<file path="src/rtl/alu_issue_ctrl.sv">
// alu_issue_ctrl
//   EX-stage front end for the combinational ALU. Decodes ALUOp/funct into the
//   4-bit ALU opcode and registers the operands, one instruction per cycle.
//   Also owns a multi-cycle signed shift-add MULT engine and the HI/LO registers.
//
// Ports
//   clk, reset            rising-edge clock, synchronous active-high reset
//   valid_in / ready      upstream handshake; accept on valid_in && ready
//   alu_op, funct         main-control ALUOp and R-type function field
//   a_in, b_in            signed operands
//   opcode, a_out, b_out  registered ALU opcode and operands
//   valid_out             opcode/a_out/b_out carry a valid operation this cycle
//   hi, lo                HI/LO registers, written when a MULT completes
//   mult_busy             multiply in progress
//
// state | meaning
// IDLE  | accepting instructions, ready = 1
// MULT  | one shift-add step per cycle, WORD_WIDTH steps
// DONE  | sign-correct the product and write HI/LO
module alu_issue_ctrl #(
  parameter int WORD_WIDTH = 32
) (
  input  logic                  clk,
  input  logic                  reset,
  input  logic                  valid_in,
  output logic                  ready,
  input  logic [1:0]            alu_op,
  input  logic [5:0]            funct,
  input  logic [WORD_WIDTH-1:0] a_in,
  input  logic [WORD_WIDTH-1:0] b_in,
  output logic [3:0]            opcode,
  output logic [WORD_WIDTH-1:0] a_out,
  output logic [WORD_WIDTH-1:0] b_out,
  output logic                  valid_out,
  output logic [WORD_WIDTH-1:0] hi,
  output logic [WORD_WIDTH-1:0] lo,
  output logic                  mult_busy
);

  localparam int CW = $clog2(WORD_WIDTH + 1);
  localparam int PW = 2 * WORD_WIDTH;

  localparam logic [3:0] OP_AND  = 4'b0000;
  localparam logic [3:0] OP_OR   = 4'b0001;
  localparam logic [3:0] OP_ADD  = 4'b0010;
  localparam logic [3:0] OP_SUB  = 4'b0110;
  localparam logic [3:0] OP_NOR  = 4'b1100;
  localparam logic [3:0] OP_PASS = 4'b1111;

  localparam logic [5:0] FN_ADD  = 6'b100000;
  localparam logic [5:0] FN_SUB  = 6'b100010;
  localparam logic [5:0] FN_AND  = 6'b100100;
  localparam logic [5:0] FN_OR   = 6'b100101;
  localparam logic [5:0] FN_NOR  = 6'b100111;
  localparam logic [5:0] FN_MFHI = 6'b010000;
  localparam logic [5:0] FN_MFLO = 6'b010010;
  localparam logic [5:0] FN_MULT = 6'b011000;

  typedef enum logic [1:0] {
    S_IDLE = 2'd0,
    S_MULT = 2'd1,
    S_DONE = 2'd2
  } state_t;

  state_t                state_q, state_d;
  logic [3:0]            opcode_q, opcode_d;
  logic [WORD_WIDTH-1:0] a_q, a_d, b_q, b_d;
  logic                  valid_q, valid_d;
  logic [WORD_WIDTH-1:0] hi_q, hi_d, lo_q, lo_d;
  logic [WORD_WIDTH-1:0] mcand_q, mcand_d, mplier_q, mplier_d;
  logic [PW-1:0]         prod_q, prod_d;
  logic [CW-1:0]         count_q, count_d;
  logic                  sign_q, sign_d;

  logic                  accept;
  logic [WORD_WIDTH-1:0] a_mag, b_mag;
  logic [CW-1:0]         shamt;
  logic [PW-1:0]         mcand_shifted;
  logic [PW-1:0]         prod_signed;

  assign ready     = (state_q == S_IDLE);
  assign mult_busy = (state_q != S_IDLE);
  assign accept    = valid_in && ready;

  // Magnitudes are unsigned, so -2^(W-1) maps to 2^(W-1) without overflow.
  assign a_mag = a_in[WORD_WIDTH-1] ? (~a_in + WORD_WIDTH'(1)) : a_in;
  assign b_mag = b_in[WORD_WIDTH-1] ? (~b_in + WORD_WIDTH'(1)) : b_in;

  // count runs WORD_WIDTH..1, so the step index is WORD_WIDTH - count.
  assign shamt         = CW'(WORD_WIDTH) - count_q;
  assign mcand_shifted = {{WORD_WIDTH{1'b0}}, mcand_q} << shamt;
  assign prod_signed   = sign_q ? (~prod_q + PW'(1)) : prod_q;

  always_comb begin
    state_d  = state_q;
    opcode_d = opcode_q;
    a_d      = a_q;
    b_d      = b_q;
    valid_d  = 1'b0;
    hi_d     = hi_q;
    lo_d     = lo_q;
    mcand_d  = mcand_q;
    mplier_d = mplier_q;
    prod_d   = prod_q;
    count_d  = count_q;
    sign_d   = sign_q;

    case (state_q)
      S_IDLE: begin
        if (accept) begin
          if (alu_op == 2'b10 && funct == FN_MULT) begin
            state_d  = S_MULT;
            mcand_d  = a_mag;
            mplier_d = b_mag;
            sign_d   = a_in[WORD_WIDTH-1] ^ b_in[WORD_WIDTH-1];
            prod_d   = '0;
            count_d  = CW'(WORD_WIDTH);
          end else begin
            valid_d  = 1'b1;
            a_d      = a_in;
            b_d      = b_in;
            opcode_d = OP_PASS;
            case (alu_op)
              2'b00: opcode_d = OP_ADD;
              2'b01: opcode_d = OP_SUB;
              2'b10: begin
                case (funct)
                  FN_ADD:  opcode_d = OP_ADD;
                  FN_SUB:  opcode_d = OP_SUB;
                  FN_AND:  opcode_d = OP_AND;
                  FN_OR:   opcode_d = OP_OR;
                  FN_NOR:  opcode_d = OP_NOR;
                  FN_MFHI: begin
                    a_d = hi_q;
                    b_d = '0;
                  end
                  FN_MFLO: begin
                    a_d = lo_q;
                    b_d = '0;
                  end
                  default: opcode_d = OP_PASS;
                endcase
              end
              default: opcode_d = OP_PASS;
            endcase
          end
        end
      end

      S_MULT: begin
        if (mplier_q[0]) begin
          prod_d = prod_q + mcand_shifted;
        end
        mplier_d = mplier_q >> 1;
        count_d  = count_q - CW'(1);
        if (count_q == CW'(1)) begin
          state_d = S_DONE;
        end
      end

      S_DONE: begin
        hi_d    = prod_signed[PW-1:WORD_WIDTH];
        lo_d    = prod_signed[WORD_WIDTH-1:0];
        state_d = S_IDLE;
      end

      default: state_d = S_IDLE;
    endcase
  end

  always_ff @(posedge clk) begin
    if (reset) begin
      state_q  <= S_IDLE;
      opcode_q <= OP_PASS;
      a_q      <= '0;
      b_q      <= '0;
      valid_q  <= 1'b0;
      hi_q     <= '0;
      lo_q     <= '0;
      mcand_q  <= '0;
      mplier_q <= '0;
      prod_q   <= '0;
      count_q  <= '0;
      sign_q   <= 1'b0;
    end else begin
      state_q  <= state_d;
      opcode_q <= opcode_d;
      a_q      <= a_d;
      b_q      <= b_d;
      valid_q  <= valid_d;
      hi_q     <= hi_d;
      lo_q     <= lo_d;
      mcand_q  <= mcand_d;
      mplier_q <= mplier_d;
      prod_q   <= prod_d;
      count_q  <= count_d;
      sign_q   <= sign_d;
    end
  end

  assign opcode    = opcode_q;
  assign a_out     = a_q;
  assign b_out     = b_q;
  assign valid_out = valid_q;
  assign hi        = hi_q;
  assign lo        = lo_q;

endmodule

</file>
<file path="config.mk">
export PLATFORM = sky130hd
export DESIGN_NAME = alu_issue_ctrl
export DESIGN_NICKNAME = d
export VERILOG_FILES = /design/src/rtl/alu_issue_ctrl.sv
export SDC_FILE = /design/constraint.sdc
export NUM_CORES = 1
export LEC_CHECK = 0
export BUFFER_PORTS_ARGS = -buffer_cell sky130_fd_sc_hd__buf_2
export CAP_MARGIN = 10
export CORE_ASPECT_RATIO = 1.2
export CORE_MARGIN = 2
export CORE_UTILIZATION = 65
export CTS_CLUSTER_SIZE = 24
export DETAILED_ROUTE_END_ITERATION = 6
export PLACE_DENSITY = 0.89
export SLEW_MARGIN = 20
export SYNTH_ARGS = -nofsm -noshare
export SYNTH_HDL_FRONTEND = slang
export SYNTH_SLANG_ARGS = --single-unit
</file>
<file path="constraint.sdc">
create_clock -name clk -period 15.45 [get_ports clk]
set_input_delay 1.545 -clock clk [delete_from_list [all_inputs] [get_ports clk]]
set_output_delay 1.545 -clock clk [all_outputs]
set_load 0.02 [all_outputs]
</file>
# After elaboration in Yosys (flattened, before gate mapping)
# Cells that the tools add are included.
# word_totals
reg_bits	270
inputBits	75
output_inout_bits	135
wordCells	80
# op_classes
add_sub_neg	6
eq_ne	17
n_shift	1
n_mux	24
n_bitwise	7
reduce_logical	13
# op_table
op	n
64-bit 2-to-1 mux	4
32-bit 2-to-1 mux	7
32-bit one-hot mux with 2 select lines	2
64-bit one-hot mux with 2 select lines	1
32-bit by 1-bit adder with 32-bit output, second input constant	2
64-bit by 1-bit adder with 64-bit output, second input constant	1
64-bit adder	1
32-bit NOT	2
64-bit NOT	1
32-bit by 6-bit << shifter with 64-bit output	1
6-bit equality test, second input constant	5
4-bit one-hot mux with 5 select lines	1
6-bit by 5-bit equality test with 1-bit output, second input constant	3
6-bit 2-to-1 mux	2
4-bit one-hot mux with 3 select lines	1
6-bit one-hot mux with 2 select lines	1
3-bit AND reduction	4
6-bit by 1-bit equality test with 1-bit output, second input constant	1
2-bit 2-to-1 mux	3
6-bit by 1-bit subtractor with 6-bit output, second input constant	1
6-bit subtractor, first input constant	1
2-bit by 1-bit equality test with 1-bit output, second input constant	2
2-bit equality test, second input constant	2
2-bit zero test	2
other kinds (11)	17

# Longest topological paths before layout
# logic_depth
word_depth	6
ltp_mapped	25
mapped_depth_nobuf	23

# Worst setup path before layout
# OpenSTA, ideal clock, no wires.
# synth_timing
kind	register -> register
startpoint	register count_q[0]
endpoint	register prod_q[62]
setup_time_ns	0.125
t_arrival_ns	4.893
required_ns	15.325
slack_ns	10.432
path_stages_with_launch	23
n_path_buf	4
cell_sequence	dfxtp_1 > buf_2 > inv_1 > ha_1 > buf_2 > buf_1 > mux4_2 > mux2i_1 > nor2_1 > a31oi_1 > nor2_1 > ha_1 > buf_2 > and3_4 > a31oi_4 > o211ai_1 > or4b_1 > a31oi_2 > o31a_2 > o311ai_2 > a311o_1 > xnor2_1 > o21ai_1
# synth_between
elab_chain_len	5
# synth_lines
item	line	text
from (decl)	72	logic [CW-1:0] count_q, count_d;
from (signal assigned)	196	count_q <= count_d;
6-bit subtractor	90	assign shamt = CW'(WORD_WIDTH) - count_q;
32-bit by 6-bit << shifter with 64-bit output	91	assign mcand_shifted = {{WORD_WIDTH{1'b0}}, mcand_q} << shamt;
64-bit adder	152	prod_d = prod_q + mcand_shifted;
64-bit 2-to-1 mux	151	if (mplier_q[0]) begin
64-bit one-hot mux with 2 select lines	108	case (state_q)
to (signal assigned)	195	prod_q <= prod_d;
to (decl)	71	logic [PW-1:0] prod_q, prod_d;
# Every way passes these cells. The select of a mux whose other input is x is not followed.
# A chain may end at the register's enable or synchronous reset.

# Worst setup path after layout
# layout_timing
startpoint	register count_q[0]
endpoint	register prod_q[57]
# Same word-level chain as after synthesis.

==> flow_summary.toml <==
[timing]
relSlewSlack_pct = 24.9
setup-violations-final = 0
fin_ws_ps = 8990
timing.fmax_ghz = 0.155
layout_worst_path_cycle_share_pct = 41.8
finClkSkew_ps = 15.4
rsz0062_at_grt = "no"
totalNegativeSetupSlack_ps = 0
final-hold-violation-count = 0
slew_violations = 0
worstMarginPinSlew_ps = 1130
timing.final.crit_period_ps = 6460

[cts]
clockBufferDepth = 3
clk_root_buffer_cell = "sky130_fd_sc_hd__clkbuf_16"
post_cts_hold_buffer_count = 0
cts.sink_count = 270
cts.reportedPaths.clkPinSlew_ps = 70
cts_repair_resize_count = 0
tritoncts = "built"
clk_latency_ps = 570
cts_post_setup_buffers_inserted = 0
cts-buffers-inserted = 28
h_tree_levels = 1

[route]
initial_drc_count = 2684
post-route-drc-count = 0
drt_pass1_iterations = 7
totalWireLength_um = 68900
final_antenna_net_count = 0
detailroute.via_count = 19900
wire_per_inst_um = 23.2
drt-vias-per-instance = 6.70

[pwr]
power.share.switching_pct = 26.3
power_frac_comb_pct = 8.6
net_load_switching_power_w = 0.000402
vdd.ir_drop.worst_v = 0.0000793
power-per-cell-area_nw_per_um2 = 73.6
seqPwrFrac_pct = 46.6
leakage_nw = 8.33
clock_power_share_pct = 44.9
internal_power_w = 0.00113

[setup_path]
critical-path-slowest-cell = "sky130_fd_sc_hd__o21ai_0"
critical_path_class = "reg -> reg"
crit_fanout = 40
timing.critical_path.from_type = "flop"
timing.critical_path.slowest_cell_delay_ps = 860
worstPathCellList = "buf_4, inv_1, ha_1, buf_4, mux4_2, nand2_1, nand2_1, o21ai_0, nor2_1, a21oi_1, nor2_1, ha_1, nand4_1, or4_1, or4_1, o32ai_1, o221a_2, a21boi_1, xor2_1, o21ai_0"
worst_ep_arrival_time_ps = 6950
endpoint_kind = "flop"
timing.critical_path.required_ps = 15940

[placement]
post-place-ws_ps = 9130
place.port_buffers = 209
gp_congestion = 1.05
placement_stage_cell_area_sq_um = 19900
place.detailed.hpwl_um = 50400

[layout]
post_route_cells_drive_above_1_share_pct = 14.1
area_delta_synth_final_pct = 10.7
finalInstanceArea_sq_um = 20800
filler_cell_count = 2216
num-nets-final = 2706
layout.core_utilization_pct = 72.7

[floorplan]
core_area_sq_um = 28600
placementRows = 68
initial_core_util_pct = 65.7
die_width_um = 159
io_pins = 210
chipHeight_um = 190
die_area_sq_um = 30300

[logic_synthesis]
postSynthAreaPerCell_sq_um = 7.56
synth_fp_nets = 2630
synth.most_common_cell = "sky130_fd_sc_hd__nand2_1"
yosysTopAreaCellShare_pct = 28.8
yosys_warnings = 0
synth_ff_type = "sky130_fd_sc_hd__dfxtp_1"
synth_async_sr_flop_share_pct = 0
synth_top_cells_by_count = "372 x sky130_fd_sc_hd__nand2_1, 270 x sky130_fd_sc_hd__dfxtp_1, 258 x sky130_fd_sc_hd__nor2_1, 255 x sky130_fd_sc_hd__a21oi_1, 162 x sky130_fd_sc_hd__clkbuf_1"
synth.yosys.seq_area_share_pct = 28.8
ys_top_cells_by_area = "sky130_fd_sc_hd__dfxtp_1 29%, sky130_fd_sc_hd__nand2_1 7.4%, sky130_fd_sc_hd__a21oi_1 6.8%"
mappedNetlistArea_sq_um = 18800
number_of_enable_type_register_cells_in_the_synthesized_netlist = 0
netlist.top_cell.by_area = "sky130_fd_sc_hd__dfxtp_1"
ys_types = 82
synth_cells = 2486
yosys_register_bits = 270

[global_routing]
grt_pass1_wl_um = 104000
track_usage_pct = 43.8
grt.overflow.total = 0
pin_count_of_the_biggest_net_entering_global_routing = 104
via_count_of_the_first_global_routing_pass = 18100
initial_antenna_violation_count = 3

[outcome]
run_status = "finished, final reports clean"

[run]
drv_cap = 0

[worst_hold_path]
holdCritPathClass = "reg -> reg"
-- layout make-up --
type                            count  area [sq um]  area share (%)
Inverter                           32           120           0.578
Timing Repair Buffer              233          1240            5.95
Antenna cell                        2          5.00          0.0241
Sequential cell                   270          5410            26.0
Clock buffer                       37           796            3.83
Multi-Input combinational cell   1997         12600            60.7
Tap cell                          385           482            2.32
Clock inverter                     15           126           0.608
-- power groups by stage --
stage | logic, W | clock network, W | registers [W]
after CTS | 0.000127 | 0.000683 | 0.000712
after global placement | 0.000122 | 0 | 0.000727
final | 0.000131 | 0.000687 | 0.000713
after global routing | 0.000139 | 0.000712 | 0.000713
after floorplan | 0.0000637 | 0 | 0.000740
after detailed placement | 0.000125 | 0 | 0.000728
-- path summary, 6_finish.rpt --
check	from	to	slack [ps]	depth (start not counted)
setup / recovery	count_q[0]$_SDFFE_PP0P_	prod_q[57]$_SDFFE_PP0P_	8990	20
hold / removal	b_out[23]$_SDFFE_PP0P_	b_out[23]$_SDFFE_PP0P_	450	2
setup reg to reg	count_q[0]$_SDFFE_PP0P_	prod_q[57]$_SDFFE_PP0P_	8990	20
hold reg to reg	b_out[23]$_SDFFE_PP0P_	b_out[23]$_SDFFE_PP0P_	450	2
-- layout by cell type (no fill, tap or decap), types with 68 or more instances in the layout --
cell type	synthesis	final
sky130_fd_sc_hd__a21oi_1	255	255
sky130_fd_sc_hd__buf_2	11	208
sky130_fd_sc_hd__ha_1	68	68
sky130_fd_sc_hd__a211oi_1	109	109
sky130_fd_sc_hd__nor2_1	258	256
sky130_fd_sc_hd__nand3_1	99	99
sky130_fd_sc_hd__nand2_1	372	372
sky130_fd_sc_hd__o21ai_0	128	128
sky130_fd_sc_hd__dfxtp_1	270	268
sky130_fd_sc_hd__xor2_1	140	138
-- registers in the layout, indices dropped and copies added, names as in the netlist --
| name | count |
|---|---|
| state_q | 2 |
| mcand_q | 32 |
| a_out | 32 |
| lo | 32 |
| mplier_q | 32 |
| opcode | 4 |
| sign_q | 1 |
| valid_out | 1 |
| hi | 32 |
| b_out | 32 |
| count_q | 6 |
| prod_q | 64 |
-- worst max-delay path, delay by kind of cell (launching register included) --
kind	cells	cell delay [ps]
flops	1	310
mux	1	400
buf+inv	3	1090
compound gates	6	2010
xor+xnor	1	140
fa+ha+maj	2	800
simple gates	7	1620
-- through the flow --
| stage | cells | hold slack [ps] | total power, W |
|---|---|---|---|
| finish | 2971 | 450 | 0.00153 |
| global route | 2971 | 470 | 0.00156 |
| CTS | 2969 | 450 | 0.00152 |
| detailed placement | 2917 | 441 | 0.000853 |
| global placement | 2917 | 434 | 0.000849 |
| floorplan | 2486 | 432 | 0.000804 |
-- metal layers --
layer / global-route usage, % / wire length (um) / up-vias / share of wire [%]
met5: 0 / 14 / - / 0.020
li1: - / - / 9091 / -
met2: 69.9 / 30700 / 1270 / 44
met3: 9.48 / 7420 / 255 / 11
met4: 27.6 / 5110 / 2 / 7.4
met1: 54.2 / 25700 / 9302 / 37
-- cell families after synthesis --
family                   count (synthesis)  synth area share (%)
multiplexers                            86                  6.53
AND/OR/NAND/NOR                        905                  21.5
AO/OA/AOI/OAI                          748                  25.2
buffers and inverters                  219                  4.50
XOR/XNOR                               189                  8.85
flip-flops                             270                  28.8
adder cells (fa/ha/maj)                 69                  4.64
No activity file was read; power rests on OpenSTA's default activity.
